File: src/rtl/radix4_pkg.sv
// radix4_pkg: shared FSM encoding, Booth digit type and recode table for radix4_mul_ctrl.
package radix4_pkg;
  localparam int DIGITS = 4;
  typedef enum logic [1:0] {IDLE = 2'd0, CALC = 2'd1, DONE = 2'd2} mul_state_e;
  typedef struct packed {
    logic neg;
    logic two;
    logic zero;
  } booth_digit_t;
  function automatic booth_digit_t recode(input logic [2:0] t);
    recode.neg  = t[2] & ~(t[1] & t[0]);
    recode.two  = (t == 3'b011) | (t == 3'b100);
    recode.zero = (t == 3'b000) | (t == 3'b111);
  endfunction
endpackage

File: src/rtl/booth_recode.sv
// booth_recode: maps a radix-4 Booth triplet {b[2k+1], b[2k], b[2k-1]} to {neg, two, zero}.
module booth_recode
  import radix4_pkg::*;
(
  input  logic [2:0] trip_i,
  output logic       neg_o,
  output logic       two_o,
  output logic       zero_o
);
  booth_digit_t d;
  assign d = recode(trip_i);
  assign neg_o = d.neg;
  assign two_o = d.two;
  assign zero_o = d.zero;
endmodule

File: src/rtl/radix4_mul_ctrl.sv
// radix4_mul_ctrl: sequential radix-4 Booth multiplier, one digit per clock; RADIX4_EARLY_TERM_EN stops once the remaining digits are all zero.
module radix4_mul_ctrl
  import radix4_pkg::*;
#(
  parameter int W = 2 * DIGITS
) (
  input  logic           clk_i,
  input  logic           rst_ni,
  input  logic           start_valid_i,
  output logic           start_ready_o,
  input  logic [W-1:0]   a_i,
  input  logic [W-1:0]   b_i,
  output logic           res_valid_o,
  input  logic           res_ready_i,
  output logic [2*W-1:0] res_o,
  output logic           busy_o
);
  localparam int D = W / 2;
  localparam int KW = (D > 1) ? $clog2(D) : 1;
  mul_state_e state_q, state_d;
  logic [KW-1:0] k_q, k_d;
  logic [W-1:0] a_q, a_d, b_q, b_d;
  logic [2*W-1:0] acc_q, acc_d, res_q, res_d, sum, pp_ext;
  logic [W+1:0] a_x, mag, pp;
  logic [2:0] trip;
  logic neg, two, zero, last;
  assign trip = 3'({b_q, 1'b0} >> {k_q, 1'b0});
  booth_recode u_rec (.trip_i(trip), .neg_o(neg), .two_o(two), .zero_o(zero));
  // W+2 bits hold every d*A, including -2 * -2^(W-1)
  assign a_x = {{2{a_q[W-1]}}, a_q};
  assign mag = two ? {a_x[W:0], 1'b0} : a_x;
  assign pp = zero ? '0 : neg ? -mag : mag;
  assign pp_ext = {{(W-2){pp[W+1]}}, pp};
  assign sum = acc_q + (pp_ext << {k_q, 1'b0});
`ifdef RADIX4_EARLY_TERM_EN
  logic signed [W-1:0] b_hi;
  assign b_hi = $signed(b_q) >>> {k_q, 1'b1};
  assign last = (k_q == KW'(D - 1)) | (b_hi == '0) | (b_hi == '1);
`else
  assign last = k_q == KW'(D - 1);
`endif
  always_comb begin
    state_d = state_q;
    k_d = k_q;
    a_d = a_q;
    b_d = b_q;
    acc_d = acc_q;
    res_d = res_q;
    if (state_q == IDLE && start_valid_i) begin
      state_d = CALC;
      a_d = a_i;
      b_d = b_i;
      acc_d = '0;
      k_d = '0;
    end else if (state_q == CALC) begin
      acc_d = sum;
      k_d = k_q + 1'b1;
      state_d = last ? DONE : CALC;
      res_d = last ? sum : res_q;
    end else if (state_q == DONE && res_ready_i) begin
      state_d = IDLE;
    end
  end
  always_ff @(posedge clk_i) begin
    if (!rst_ni) begin
      state_q <= IDLE;
      k_q <= '0;
      a_q <= '0;
      b_q <= '0;
      acc_q <= '0;
      res_q <= '0;
    end else begin
      state_q <= state_d;
      k_q <= k_d;
      a_q <= a_d;
      b_q <= b_d;
      acc_q <= acc_d;
      res_q <= res_d;
    end
  end
  assign start_ready_o = state_q == IDLE;
  assign res_valid_o = state_q == DONE;
  assign busy_o = state_q != IDLE;
  assign res_o = res_q;
endmodule

File: config.mk
export PLATFORM = sky130hd
export DESIGN_NAME = radix4_mul_ctrl
export DESIGN_NICKNAME = d
export VERILOG_FILES = /design/src/rtl/radix4_pkg.sv /design/src/rtl/booth_recode.sv /design/src/rtl/radix4_mul_ctrl.sv
export SDC_FILE = /design/constraint.sdc
export NUM_CORES = 1
export LEC_CHECK = 0
export BUFFER_PORTS_ARGS = -buffer_cell sky130_fd_sc_hd__buf_2
export CAP_MARGIN = 20
export CORE_MARGIN = 1.5
export CORE_UTILIZATION = 54
export DETAILED_ROUTE_END_ITERATION = 8
export GPL_TIMING_DRIVEN = 0
export PLACE_DENSITY = 0.76
export SLEW_MARGIN = 15
export SYNTH_ARGS = -nofsm -noshare
export SYNTH_HDL_FRONTEND = slang
export SYNTH_SLANG_ARGS = --single-unit
export TNS_END_PERCENT = 20
File: constraint.sdc
create_clock -name clk_i -period 5.05 [get_ports clk_i]
set_clock_uncertainty 0.1 [all_clocks]
set_input_delay 1.01 -clock clk_i [delete_from_list [all_inputs] [get_ports clk_i]]
set_output_delay 1.01 -clock clk_i [all_outputs]
set_load 0.1 [all_outputs]
==> impl_metrics.env <==
export IMPL_cts_made_buffers=5
export IMPL_drive_above_1_share_pct=20.5
export IMPL_synthesis_area_um2=3640
export IMPL_gp_congestion=0.895
export IMPL_instances_no_fill=614
export IMPL_crit_required_ns=5.16
export IMPL_async_reset_ff_share_pct=0
export IMPL_fmax_mhz=192
export IMPL_dp_hpwl_um=7700
export IMPL_arrival_ns=5.31
export IMPL_crit_fanout=7
export IMPL_rsz0062_at_grt="yes"
export IMPL_synth_edf_count=0
export IMPL_cp_slowest_stage_delay_ns=0.56
export IMPL_fp_dieW_um=85.1
export IMPL_crit_slowest_cell="mux4_2"
export IMPL_core_area_um2=6420
export IMPL_portBuffers=38
export IMPL_syn_nets=518
export IMPL_cts_sinks=52
export IMPL_rows=29
export IMPL_ir_drop_mv=0.159
export IMPL_wl_per_cell_um=17.1
export IMPL_start_util_pct=56.6
export IMPL_use_met3_pct=4.57
export IMPL_die_height_um=85.1
export IMPL_hold_viol=0
export IMPL_hp_class="flop to flop"
export IMPL_synth_cell_types=66
export IMPL_drv_slew=0
export IMPL_totalWireLength_um=10500
export IMPL_synthCells=479
export IMPL_worstPathCellList="mux4_2 -> a211o_1 -> nor2_4 -> nor2_2 -> mux2i_1 -> ha_2 -> buf_8 -> nor4b_4 -> buf_4 -> o211ai_1 -> a41oi_1 -> a21oi_1 -> mux2_4 -> mux2i_2 -> ha_1 -> a21oi_2 -> or4b_4 -> nand3_4 -> a21oi_4 -> xnor2_4 -> a21oi_2 -> a31o_1"
export IMPL_drv_cap=0
export IMPL_die_area_um2=7230
export IMPL_n_antenna_cell=0
export IMPL_grt_use_met2_pct=47.0
export IMPL_cts_htree_levels=2
export IMPL_dp_cells=594
export IMPL_path_clk_slew_ns=0.10
export IMPL_fin_crit_sh_pct=103
export IMPL_routed_via_count=3758
export IMPL_tightest_slew_ns=0.715
export IMPL_ctsHoldBuffers=0
export IMPL_drc_errors=0
export IMPL_ys_flop_type="dfxtp_1"
export IMPL_clk_latency_ns=0.31
export IMPL_mostFrequentLayoutCell="nand2_1"
export IMPL_via_per_inst=6.12
export IMPL_grt_ovfl_total=0
export IMPL_fin_nets=575
export IMPL_antenna_found_initial=0
export IMPL_path_class="flop to flop"
export IMPL_grt_busiest_layer="met2"
export IMPL_power_density_nw_per_um2=223
export IMPL_leakage_nw=1.73
export IMPL_drt_iter0_drc=215
export IMPL_fin_crit_ns=5.20
export IMPL_ant_nets=0
export IMPL_ys_ff_latch=52
export IMPL_setup_slack_ns=-0.151
export IMPL_startpoint_type="flop"
export IMPL_final_util_pct=67.8
export IMPL_yosys_warnings=0
export IMPL_grtUsageTotal_pct=28.1
export IMPL_grt_pass1_vias=3383
export IMPL_ys_seq_area_share_pct=28.6
export IMPL_cp_common_cell="a21oi_2"
export IMPL_avgSynthCellArea_um2=7.59
export IMPL_setup_viol=6
export IMPL_cp_end_kind="flop"
export IMPL_grt_pass1_wl_um=16400
export IMPL_clockBufferDepth=2
export IMPL_status="finished with violations"
export IMPL_ios=39
export IMPL_violations="setup timing"
export IMPL_most_common_layout_cells="nand2_1, dfxtp_1, a21oi_1"
export IMPL_place_ws_ns=-0.741
export IMPL_firstDrtPassIters=5
export IMPL_slew_headroom_pct=51.8
export IMPL_cts_root_buf="clkbuf_8"
export IMPL_area_growth_pct=19.7
export IMPL_nFillCells=564
export IMPL_grt_max_degree=18
export IMPL_cts_tree="yes"
export IMPL_grt_util_met1_pct=37.8
final cells by class:
| class | instances | area (um2) | share of cell area [%] |
|---|---|---|---|
| Sequential cell | 52 | 1040 | 24.0 |
| Inverter | 16 | 60.1 | 1.38 |
| Buffer | 27 | 126 | 2.90 |
| Clock buffer | 5 | 68.8 | 1.58 |
| Timing Repair Buffer | 51 | 292 | 6.70 |
| Multi-Input combinational cell | 383 | 2640 | 60.7 |
| Tap cell | 77 | 96.3 | 2.21 |
| Clock inverter | 3 | 21.3 | 0.489 |
worst paths after layout:
check | startpoint | end | slack [ns] | depth (start not counted)
setup reg to reg | k_q[0]$_SDFFE_PP0P_ | acc_q[15]$_SDFFE_PP0P_ | -0.15 | 22
hold reg to reg | b_q[4]$_SDFFE_PN0P_ | b_q[4]$_SDFFE_PN0P_ | 0.36 | 2
hold / removal | b_q[4]$_SDFFE_PN0P_ | b_q[4]$_SDFFE_PN0P_ | 0.36 | 2
setup / recovery | k_q[0]$_SDFFE_PP0P_ | acc_q[15]$_SDFFE_PP0P_ | -0.15 | 22
report_power, final:
part	switching [mW]	internal (mW)
Clock	0.146	0.0987
Combinational	0.178	0.112
Sequential	0.0121	0.423
Total	0.336	0.633
critical path: cells and delay by family (launching register included):
family,cells,cell delay (ns)
compound gates,8,1.30
mux,4,1.18
simple gates,5,1.05
fa+ha+maj,2,0.52
flops,1,0.41
buf+inv,2,0.30
xor+xnor,1,0.24
state kept, by name, indices dropped and copies added (netlist names):
signal and flops:
acc_q 16, res_o 16, a_q 8, b_q 8, k_q 2, state_q 2
synthesized netlist by cell type (all sizes together) (11+ instances only):
cell,count,share of area [%]
o21ai,23,3.2
mux2i,16,4.4
dfxtp,52,29
clkbuf,21,2.2
nand3,20,2.8
a21oi,56,7.7
nand2,86,8.9
inv,15,1.5
ha,18,6.2
a211oi,11,2.4
xnor2,11,2.9
nor2,32,3.3
what timing repair did:
| item | 4_1_cts | 5_1_grt |
|---|---|---|
| endpoints found under the setup margin | 14 | 16 |
| resized for setup | 23 | 28 |
| buffers inserted | 9 | 3 |
| gates cloned | 1 | 0 |
| pin swaps | 11 | 13 |
cell families (layout without fill, tap and decap cells):
| kind of cell | after synthesis | in the layout | synth area share (%) |
|---|---|---|---|
| compound gates | 136 | 136 | 23.7 |
| xor+xnor | 14 | 14 | 3.58 |
| fa+ha+maj | 21 | 21 | 7.30 |
| buf+inv | 44 | 102 | 5.06 |
| flops | 52 | 52 | 28.6 |
| mux | 23 | 23 | 7.30 |
| simple gates | 189 | 189 | 24.5 |
layer usage:
metal	wire length (um)	vias up
met5	0	-
met4	234	0
met3	620	24
met2	4810	127
met1	4820	1757
li1	-	1850
metrics by stage:
stage	hold slack (ns)	TNS, ns	power [mW]	instance area (um2)
6_report	0.361	-0.526	0.970	4350
5_1_grt	0.377	-2.30	1.01	4350
4_1_cts	0.361	-0.383	0.953	4210
3_5_place_dp	0.347	-5.61	0.691	3960
3_3_place_gp	0.341	-4.85	0.687	3960
2_1_floorplan	0.333	0	0.627	3670
No activity file was read; power rests on OpenSTA's default activity.
